===== src/rtl/bitvault_arbiter_if.sv =====
// Bus bundle between the two BitVault requesters / register file and the
// arbiter. The slave modport is the arbiter's view; master is the
// environment (requesters plus register-file read data).
interface bitvault_arbiter_if #(
  parameter int DW = 8,
  parameter int AW = 2
);
  logic          req0;
  logic          req1;
  logic          wr0;
  logic          wr1;
  logic [AW-1:0] addr0;
  logic [AW-1:0] addr1;
  logic [DW-1:0] wdata0;
  logic [DW-1:0] wdata1;
  logic          ack0;
  logic          ack1;
  logic [DW-1:0] rdata0;
  logic [DW-1:0] rdata1;
  logic          rf_we;
  logic [AW-1:0] rf_waddr;
  logic [DW-1:0] rf_wdata;
  logic [AW-1:0] rf_raddr;
  logic [DW-1:0] rf_rdata;
  logic          busy;

  modport slave (
    input  req0, req1, wr0, wr1, addr0, addr1, wdata0, wdata1, rf_rdata,
    output ack0, ack1, rdata0, rdata1, rf_we, rf_waddr, rf_wdata, rf_raddr, busy
  );

  modport master (
    output req0, req1, wr0, wr1, addr0, addr1, wdata0, wdata1, rf_rdata,
    input  ack0, ack1, rdata0, rdata1, rf_we, rf_waddr, rf_wdata, rf_raddr, busy
  );
endinterface


===== src/rtl/bitvault_arbiter.sv =====
// Two-requester arbiter in front of the BitVault register file.
// A grant in IDLE latches the winner's op, SERVE drives the register file
// for one cycle, and the winner's ack pulses in the cycle after SERVE.
// Build option: define BITVAULT_ARB_FIXED_PRIO_EN for fixed priority
// (requester 0 wins every tie); otherwise ties are broken round-robin.
module bitvault_arbiter #(
  parameter int DW = 8,
  parameter int AW = 2
) (
  input  logic              clk,
  input  logic              rst_n,
  bitvault_arbiter_if.slave bus
);
  localparam logic [0:0] ST_IDLE  = 1'b0;
  localparam logic [0:0] ST_SERVE = 1'b1;

  logic [0:0]    r_state;
  logic          r_op_wr;
  logic          r_op_id;
  logic [AW-1:0] r_op_addr;
  logic [DW-1:0] r_op_wdata;
  logic          r_ack0;
  logic          r_ack1;
  logic [DW-1:0] r_rdata0;
  logic [DW-1:0] r_rdata1;

  logic w_req0;
  logic w_req1;
  logic w_grant;
  logic w_winner;
  logic w_serve;

  // A requester being acked this cycle is still holding req for the op that
  // just finished, so it must not be granted again.
  assign w_req0  = bus.req0 & ~r_ack0;
  assign w_req1  = bus.req1 & ~r_ack1;
  assign w_grant = (r_state == ST_IDLE) & (w_req0 | w_req1);
  assign w_serve = (r_state == ST_SERVE);

`ifdef BITVAULT_ARB_FIXED_PRIO_EN
  // Requester 0 wins whenever it is requesting; no grant history is kept.
  assign w_winner = ~w_req0;
`else
  logic r_last_grant;

  // On a tie the requester that was not granted last time wins.
  assign w_winner = (w_req0 & w_req1) ? ~r_last_grant : w_req1;

  // Track the most recent winner; reset value lets requester 0 win first.
  always_ff @(posedge clk) begin
    if (!rst_n) begin
      r_last_grant <= 1'b1;
    end else if (w_grant) begin
      r_last_grant <= w_winner;
    end
  end
`endif

  // FSM plus op latch: inputs are sampled only in the grant cycle.
  always_ff @(posedge clk) begin
    if (!rst_n) begin
      r_state    <= ST_IDLE;
      r_op_wr    <= 1'b0;
      r_op_id    <= 1'b0;
      r_op_addr  <= '0;
      r_op_wdata <= '0;
    end else if (r_state == ST_IDLE) begin
      if (w_grant) begin
        r_state    <= ST_SERVE;
        r_op_id    <= w_winner;
        r_op_wr    <= w_winner ? bus.wr1    : bus.wr0;
        r_op_addr  <= w_winner ? bus.addr1  : bus.addr0;
        r_op_wdata <= w_winner ? bus.wdata1 : bus.wdata0;
      end
    end else begin
      r_state <= ST_IDLE;
    end
  end

  // Completion: ack pulse and read capture for the winner at the end of SERVE.
  always_ff @(posedge clk) begin
    if (!rst_n) begin
      r_ack0   <= 1'b0;
      r_ack1   <= 1'b0;
      r_rdata0 <= '0;
      r_rdata1 <= '0;
    end else begin
      r_ack0 <= w_serve & ~r_op_id;
      r_ack1 <= w_serve & r_op_id;
      if (w_serve && !r_op_wr) begin
        if (r_op_id) begin
          r_rdata1 <= bus.rf_rdata;
        end else begin
          r_rdata0 <= bus.rf_rdata;
        end
      end
    end
  end

  // Gating rf_we with rst_n aborts a write caught by reset in SERVE.
  assign bus.rf_we    = w_serve & r_op_wr & rst_n;
  assign bus.rf_waddr = r_op_addr;
  assign bus.rf_raddr = r_op_addr;
  assign bus.rf_wdata = r_op_wdata;
  assign bus.busy     = w_serve;
  assign bus.ack0     = r_ack0;
  assign bus.ack1     = r_ack1;
  assign bus.rdata0   = r_rdata0;
  assign bus.rdata1   = r_rdata1;
endmodule


===== src/flat_wrapper.sv =====
// flat-port wrapper written by rule: the top's interface ports become plain ports
module bitvault_arbiter_flat 
#(
  parameter int DW = 8,
  parameter int AW = 2
)
  (clk, rst_n, bus_req0, bus_req1, bus_wr0, bus_wr1, bus_addr0, bus_addr1, bus_wdata0, bus_wdata1, bus_rf_rdata, bus_ack0, bus_ack1, bus_rdata0, bus_rdata1, bus_rf_we, bus_rf_waddr, bus_rf_wdata, bus_rf_raddr, bus_busy);
  bitvault_arbiter_if #(.DW(DW), .AW(AW)) bus_i ();
  input  logic clk;
  input  logic rst_n;
  input wire logic [$bits(bus_i.req0)-1:0] bus_req0;
  input wire logic [$bits(bus_i.req1)-1:0] bus_req1;
  input wire logic [$bits(bus_i.wr0)-1:0] bus_wr0;
  input wire logic [$bits(bus_i.wr1)-1:0] bus_wr1;
  input wire logic [$bits(bus_i.addr0)-1:0] bus_addr0;
  input wire logic [$bits(bus_i.addr1)-1:0] bus_addr1;
  input wire logic [$bits(bus_i.wdata0)-1:0] bus_wdata0;
  input wire logic [$bits(bus_i.wdata1)-1:0] bus_wdata1;
  input wire logic [$bits(bus_i.rf_rdata)-1:0] bus_rf_rdata;
  output wire logic [$bits(bus_i.ack0)-1:0] bus_ack0;
  output wire logic [$bits(bus_i.ack1)-1:0] bus_ack1;
  output wire logic [$bits(bus_i.rdata0)-1:0] bus_rdata0;
  output wire logic [$bits(bus_i.rdata1)-1:0] bus_rdata1;
  output wire logic [$bits(bus_i.rf_we)-1:0] bus_rf_we;
  output wire logic [$bits(bus_i.rf_waddr)-1:0] bus_rf_waddr;
  output wire logic [$bits(bus_i.rf_wdata)-1:0] bus_rf_wdata;
  output wire logic [$bits(bus_i.rf_raddr)-1:0] bus_rf_raddr;
  output wire logic [$bits(bus_i.busy)-1:0] bus_busy;
  assign bus_i.req0 = bus_req0;
  assign bus_i.req1 = bus_req1;
  assign bus_i.wr0 = bus_wr0;
  assign bus_i.wr1 = bus_wr1;
  assign bus_i.addr0 = bus_addr0;
  assign bus_i.addr1 = bus_addr1;
  assign bus_i.wdata0 = bus_wdata0;
  assign bus_i.wdata1 = bus_wdata1;
  assign bus_i.rf_rdata = bus_rf_rdata;
  assign bus_ack0 = bus_i.ack0;
  assign bus_ack1 = bus_i.ack1;
  assign bus_rdata0 = bus_i.rdata0;
  assign bus_rdata1 = bus_i.rdata1;
  assign bus_rf_we = bus_i.rf_we;
  assign bus_rf_waddr = bus_i.rf_waddr;
  assign bus_rf_wdata = bus_i.rf_wdata;
  assign bus_rf_raddr = bus_i.rf_raddr;
  assign bus_busy = bus_i.busy;
  bitvault_arbiter #(.DW(DW), .AW(AW)) u_core (.clk(clk), .rst_n(rst_n), .bus(bus_i));
endmodule

===== config.mk =====
export PLATFORM = sky130hd
export DESIGN_NAME = bitvault_arbiter_flat
export DESIGN_NICKNAME = d
export VERILOG_FILES = /design/src/rtl/bitvault_arbiter_if.sv /design/src/rtl/bitvault_arbiter.sv /design/src/flat_wrapper.sv
export SDC_FILE = /design/constraint.sdc
export NUM_CORES = 1
export LEC_CHECK = 0
export CAP_MARGIN = 30
export CORE_UTILIZATION = 35
export CTS_CLUSTER_SIZE = 12
export DETAILED_ROUTE_END_ITERATION = 8
export PLACE_DENSITY = 0.77
export SLEW_MARGIN = 40
export SYNTH_ARGS = -nofsm -noshare
export SYNTH_HDL_FRONTEND = slang
export SYNTH_SLANG_ARGS = --single-unit

===== constraint.sdc =====
create_clock -name clk -period 1.1 [get_ports clk]
set_input_delay 0.22 -clock clk [delete_from_list [all_inputs] [get_ports clk]]
set_output_delay 0.22 -clock clk [all_outputs]
set_load 0.03 [all_outputs]

## After elaboration in Yosys (flattened, before gate mapping)

Cells that the tools add are included.

| word-level totals | value |
|---|---|
| output and inout bits | 32 |
| bits of input ports | 34 |
| bits in registers | 32 |
| word-level logic and storage cells | 36 |

| cells by class | value |
|---|---|
| bitwise gates (word level) | 15 |
| multiplexer cells | 5 |
| reductions and logical operators | 6 |

Operators by type and width:

| cell | count |
|---|---|
| $and A1 B1 Y1 | 8 |
| $mux W8 | 1 |
| $not A1 Y1 | 6 |
| $reduce_and A2 Y1 | 3 |
| $mux W1 | 3 |
| $mux W2 | 1 |
| $reduce_or A2 Y1 | 1 |
| $logic_and A1 B1 Y1 | 1 |
| $logic_not A1 Y1 | 1 |
| $or A1 B1 Y1 | 1 |

## Depth between registers and ports, before layout

Gate-level depths: netlist of the first run.

| depth | value |
|---|---|
| depth in word-level cells | 5 |
| depth in mapped cells | 5 |
| gate-level depth less buffers | 4 |

## Least setup slack after synthesis of the first run

Ideal clock, no wire load.

| path | value |
|---|---|
| kind | register to register |
| start | register u_core.r_state (netlist: u_core.bus.busy) |
| end | register u_core.r_rdata0[0] (netlist: u_core.bus.rdata0[0]) |
| buffers on the path | 1 |
| required time | 0.984 ns |
| cell stages (with the launch flop) | 5 |
| setup time | 0.116 ns |
| slack | -0.242 ns |
| clock period less this slack | 1.342 ns |
| data arrival time | 1.226 ns |
| cell sequence | dfxtp_1 -> nor3b_2 -> buf_6 -> mux2i_1 -> nor2b_1 |

| on the way | value |
|---|---|
| longest elaborated chain between the ends | 2 |

RTL lines:

| element | line | RTL |
|---|---|---|
| start: declaration | bitvault_arbiter.sv:17 | `logic [0:0] r_state;` |
| start signal: assignment | bitvault_arbiter.sv:62 | `r_state <= ST_IDLE;` |
| start signal: assignment | bitvault_arbiter.sv:69 | `r_state <= ST_SERVE;` |
| start signal: assignment | bitvault_arbiter.sv:76 | `r_state <= ST_IDLE;` |
| $logic_and A1 B1 Y1 | bitvault_arbiter.sv:90 | `if (w_serve && !r_op_wr) begin` |
| $reduce_and A2 Y1 (no line) | -- |  |
| end signal: assignment | bitvault_arbiter.sv:94 | `r_rdata0 <= bus.rf_rdata;` |
| end: declaration | bitvault_arbiter.sv:24 | `logic [DW-1:0] r_rdata0;` |

No other way between the ends.
A chain may end at the register's enable or synchronous reset.

## Final worst setup path of the first run

| path | value |
|---|---|
| start | register u_core.r_op_wr |
| end | output port bus_rf_we |

| on the way | value |
|---|---|
| longest elaborated chain between the ends | 2 |

RTL lines:

| element | line | RTL |
|---|---|---|
| start: declaration | bitvault_arbiter.sv:18 | `logic r_op_wr;` |
| start signal: assignment | bitvault_arbiter.sv:71 | `r_op_wr <= w_winner ? bus.wr1 : bus.wr0;` |
| $and A1 B1 Y1 (2 in series) | bitvault_arbiter.sv:101 | `assign bus.rf_we = w_serve & r_op_wr & rst_n;` |
| end: declaration | flat_wrapper.sv:24 | `output wire logic [$bits(bus_i.rf_we)-1:0] bus_rf_we;` |

No other way between the ends.

==> metrics.md, run 1 <==
| Metric | Value |
|---|---|
| Status | `finished, violations left` |
| Failing checks | `negative setup slack` |
| R2R cell count | `6` |
| First-pass GRT wire length | `5.644 mm` |
| Synth async-reset ratio | `0%` |
| Synth Area in Compound Gates | `11.22%` |
| Reg2Reg Setup Slack | `-110 ps` |
| WP data required | `880 ps` |
| Post-synth top area share | `48.67%` |
| Hold Crit Depth | `2` |
| Number of port buffers | `65` |
| Worst slew pin tran | `162.7 ps` |
| Gate count after technology mapping | `137` |
| Ys Warns | `0` |
| WL/cell | `12.94 um` |
| Max Cap Viol | `0` |
| Vias in the first global route | `1226` |
| Root Buffer | `clkbuf_8` |
| Worst hold-check path type | `reg -> reg` |
| Power density over the cells | `1440 mW/mm^2` |
| Synth cell types | `22` |
| Final Critical Period | `1241 ps` |
| I/O pin count | `66` |
| DR vias/cell | `4.721` |
| Router iterations before antenna repair | `4` |
| CP endpoint kind | `primary output` |
| # nets final | `245` |
| GPL Wtd Cong | `0.7136` |
| Synth Area in Simple Gates | `23.00%` |
| Area leader, netlist | `dfxtp_1` |
| Fmax | `805.5 MHz` |
| Largest family of logic cells by synthesized area | `simple AND/OR/NAND/NOR gates` |
| Initial Util | `37.95%` |
| RR Endpoint | `u_core.r_op_id` |
| Post-synthesis xor/xnor area fraction | `0%` |
| Post-synthesis sequential area ratio | `48.67%` |
| Die area | `0.004010 sq mm` |
| Antenna cells | `0` |
| Avg Cell Area, Syn | `9.608 sq um` |
| P&R area growth vs syn | `64.64%` |
| # fillers | `310` |
| Dpl ws | `-583.6 ps` |
| Placed inst area | `0.001988 sq mm` |
| Max Root-Sink Buffers | `2` |
| TritonCTS clock tree | `yes` |
| Startpoint of the worst hold path | `u_core.r_last_grant` |
| Sink Count | `32` |
| Period utilization | `112.9%` |
| Arrival @ worst endpoint | `1020 ps` |
| Peak VDD IR | `0.6660 mV` |
| Clock Latency Late Sink | `270 ps` |
| Final max-slew violation count | `0` |
| Number of synthesized flops with an enable pin | `0` |
| Htree depth | `2` |
| Mux share of post-synthesis cell area | `12.17%` |
| Post-Syn Area | `0.001316 sq mm` |
| Final wirelength | `3.339 mm` |
| Final worst slack | `-141.5 ps` |
| Via count | `1218` |
| DIE HEIGHT | `63.33 um` |
| CP startpoint | `u_core.r_op_wr` |
| Hpwl dp | `2.432 mm` |
| RSZ-0062 raised after global routing | `true` |
| Synthesis-stage register bit count | `32` |
| CP delay by family, top | `flip-flops` |
| CP Max Fanout | `3` |
| Crit-path cells | `buf_6, and3_4, buf_6` |
| Reg2reg start | `u_core.bus.busy` |
| Ys flop type | `dfxtp_1` |
| LEAKAGE | `0.9656 nW` |
| Top-count cell post-synth | `dfxtp_1` |
| Slew margin rel. | `88.84%` |
| Detail Route Antenna Nets | `0` |
| Fin. Hold Viols | `0` |
| Setup Viol. Count Final | `22` |
| Crit start category | `register` |
| Hold EP | `u_core.r_last_grant` |
| Core area | `0.003468 sq mm` |
| Tot GR Track Use | `17.80%` |
| Drc violations | `0` |
| Die X | `63.33 um` |
| Num CTS Buffers | `5` |
| Most frequent cell on the critical path | `buf_6` |
| Adder-Cell Fraction of Synth Area | `0%` |
| Synth top area cells | `dfxtp_1, mux2i_1, nor2b_1, nand2_1, a31oi_1` |
| Share of layout cells above drive strength 1 | `30.66%` |
| Hold Buf Count CTS | `0` |
| Syn_nets | `171` |
| Buf/Inv on CP | `2` |
| Total grt overflow | `0` |
| Initial antenna violation count | `0` |
| CP max stage cell | `dfxtp_2` |
| Crit path largest cell delay | `360 ps` |
| Most frequent cells after synthesis | `dfxtp_1, nand2_1, mux2i_1, nor2b_1, a31oi_1` |
| Pin count of the biggest net entering global routing | `27` |
| # rows | `21` |
| Design area | `0.002167 sq mm` |
| Clock Pin Slew Worst Setup and Hold Paths | `60 ps` |
| Setup Skew | `2.781 ps` |
| Crit path kind | `reg -> out` |
| Drt initial violations | `57` |
## what timing repair did
action | in CTS | in global routing
endpoints found under the setup margin | 23 | 25
pin swaps | 1 | 1
resized for setup | 20 | 3
buffers inserted | 3 | 2
gates cloned | 0 | 0
endpoints found under the hold margin | 0 | 0
## report_power, final
part	switching [mW]	total, mW	leakage [nW]	internal (mW)
Combinational	0.379	0.760	0.645	0.380
Sequential	0.0535	1.29	0.265	1.24
Clock	0.398	1.07	0.0552	0.671
## placed cells by master (no fill, tap or decap), types with 2 or more instances in the layout
| cell type | synthesis | layout |
|---|---|---|
| dfxtp_1 | 32 | 27 |
| mux2i_1 | 16 | 16 |
| nand2_1 | 24 | 24 |
| dfxtp_4 | 0 | 4 |
| nand3b_1 | 2 | 2 |
| o21ai_1 | 1 | 11 |
| clkdlybuf4s50_1 | 0 | 31 |
| dlygate4sd2_1 | 0 | 2 |
| buf_6 | 1 | 5 |
| clkbuf_8 | 0 | 5 |
| nand2b_4 | 2 | 2 |
| buf_12 | 0 | 3 |
| buf_4 | 3 | 37 |
| nor2b_1 | 16 | 16 |
| a31oi_1 | 11 | 11 |
| nand2b_1 | 3 | 3 |
## cell families (layout without fill, tap and decap cells)
kind of cell / count (synthesis) / in the layout
flops: 32 / 32
simple gates: 54 / 54
buf+inv: 11 / 86
mux: 16 / 16
compound gates: 24 / 24
## registers in the layout, indices dropped and copies added, names as in the netlist
name	count
u_core.bus.ack0	1
u_core.bus.ack1	1
u_core.bus.busy	1
u_core.bus.rdata0	8
u_core.bus.rdata1	8
u_core.bus.rf_raddr	2
u_core.bus.rf_wdata	8
u_core.r_last_grant	1
u_core.r_op_id	1
u_core.r_op_wr	1
## per-layer routing
metal | track usage (%) | part of all wire [%] | vias to the layer above
met3 | 5.797 | 5.8 | 4
met4 | 5.682 | 1.1 | 0
li1 | - | - | 613
met2 | 29.26 | 48 | 40
met1 | 21.76 | 45 | 561
met5 | 0 | 0 | -
## per-stage QoR
| stage | TNS [ps] | hold slack (ps) | util [%] | cells | power (mW) |
|---|---|---|---|---|---|
| floorplan | -140.1 | 358.3 | - | 137 | 1.709 |
| global placement | -7449 | 461.2 | 57.32 | 245 | 2.010 |
| detailed placement | -8338 | 498.8 | 57.32 | 245 | 2.033 |
| CTS | -1340 | 464.8 | 61.87 | 256 | 3.145 |
| global route | -3065 | 514.3 | 62.48 | 258 | 3.278 |
| finish | -1355 | 511.1 | 62.48 | 258 | 3.121 |
## layout make-up
cell class              instances  area (sq um)  share of cell area (%)
clock buffers                   6         72.57                   3.349
clock inverters                 2         35.03                   1.617
repair buffers                 78         721.9                   33.31
well taps                      46         57.56                   2.656
multi-input cells              94         623.1                   28.75
flip-flops and latches         32         656.9                   30.31
## worst reg2reg max path: cells and delay by family, from the launching register on
family,cells,cell delay [ps]
AOI/OAI and AO/OA,2,190
DFF,1,350
and+or+nand+nor,1,150
buffers and inverters,3,420
## worst max-delay path by stage
stage                                   to  slack (ps)  depth (start not counted)
CTS                              bus_rf_we        -150                          3
global route                     bus_rf_we        -200                          3
floorplan           u_core.bus.rf_raddr[0]          -8                          4
finish                           bus_rf_we        -140                          3
global placement            u_core.r_op_id        -480                          5
detailed placement          u_core.r_op_id        -580                          5
(Power assumes the default switching activity.)
==> inputs of run 2 (changes only) <==
Settings changed: TNS_END_PERCENT set to 100.
==> results of run 2 <==
Final layout, timing and power as in run 1 (identical DEF).
==> inputs of run 3 (changes only) <==
Settings changed: RECOVER_POWER set to 100.
==> results of run 3 <==
Final layout, timing and power as in run 1 (identical DEF).
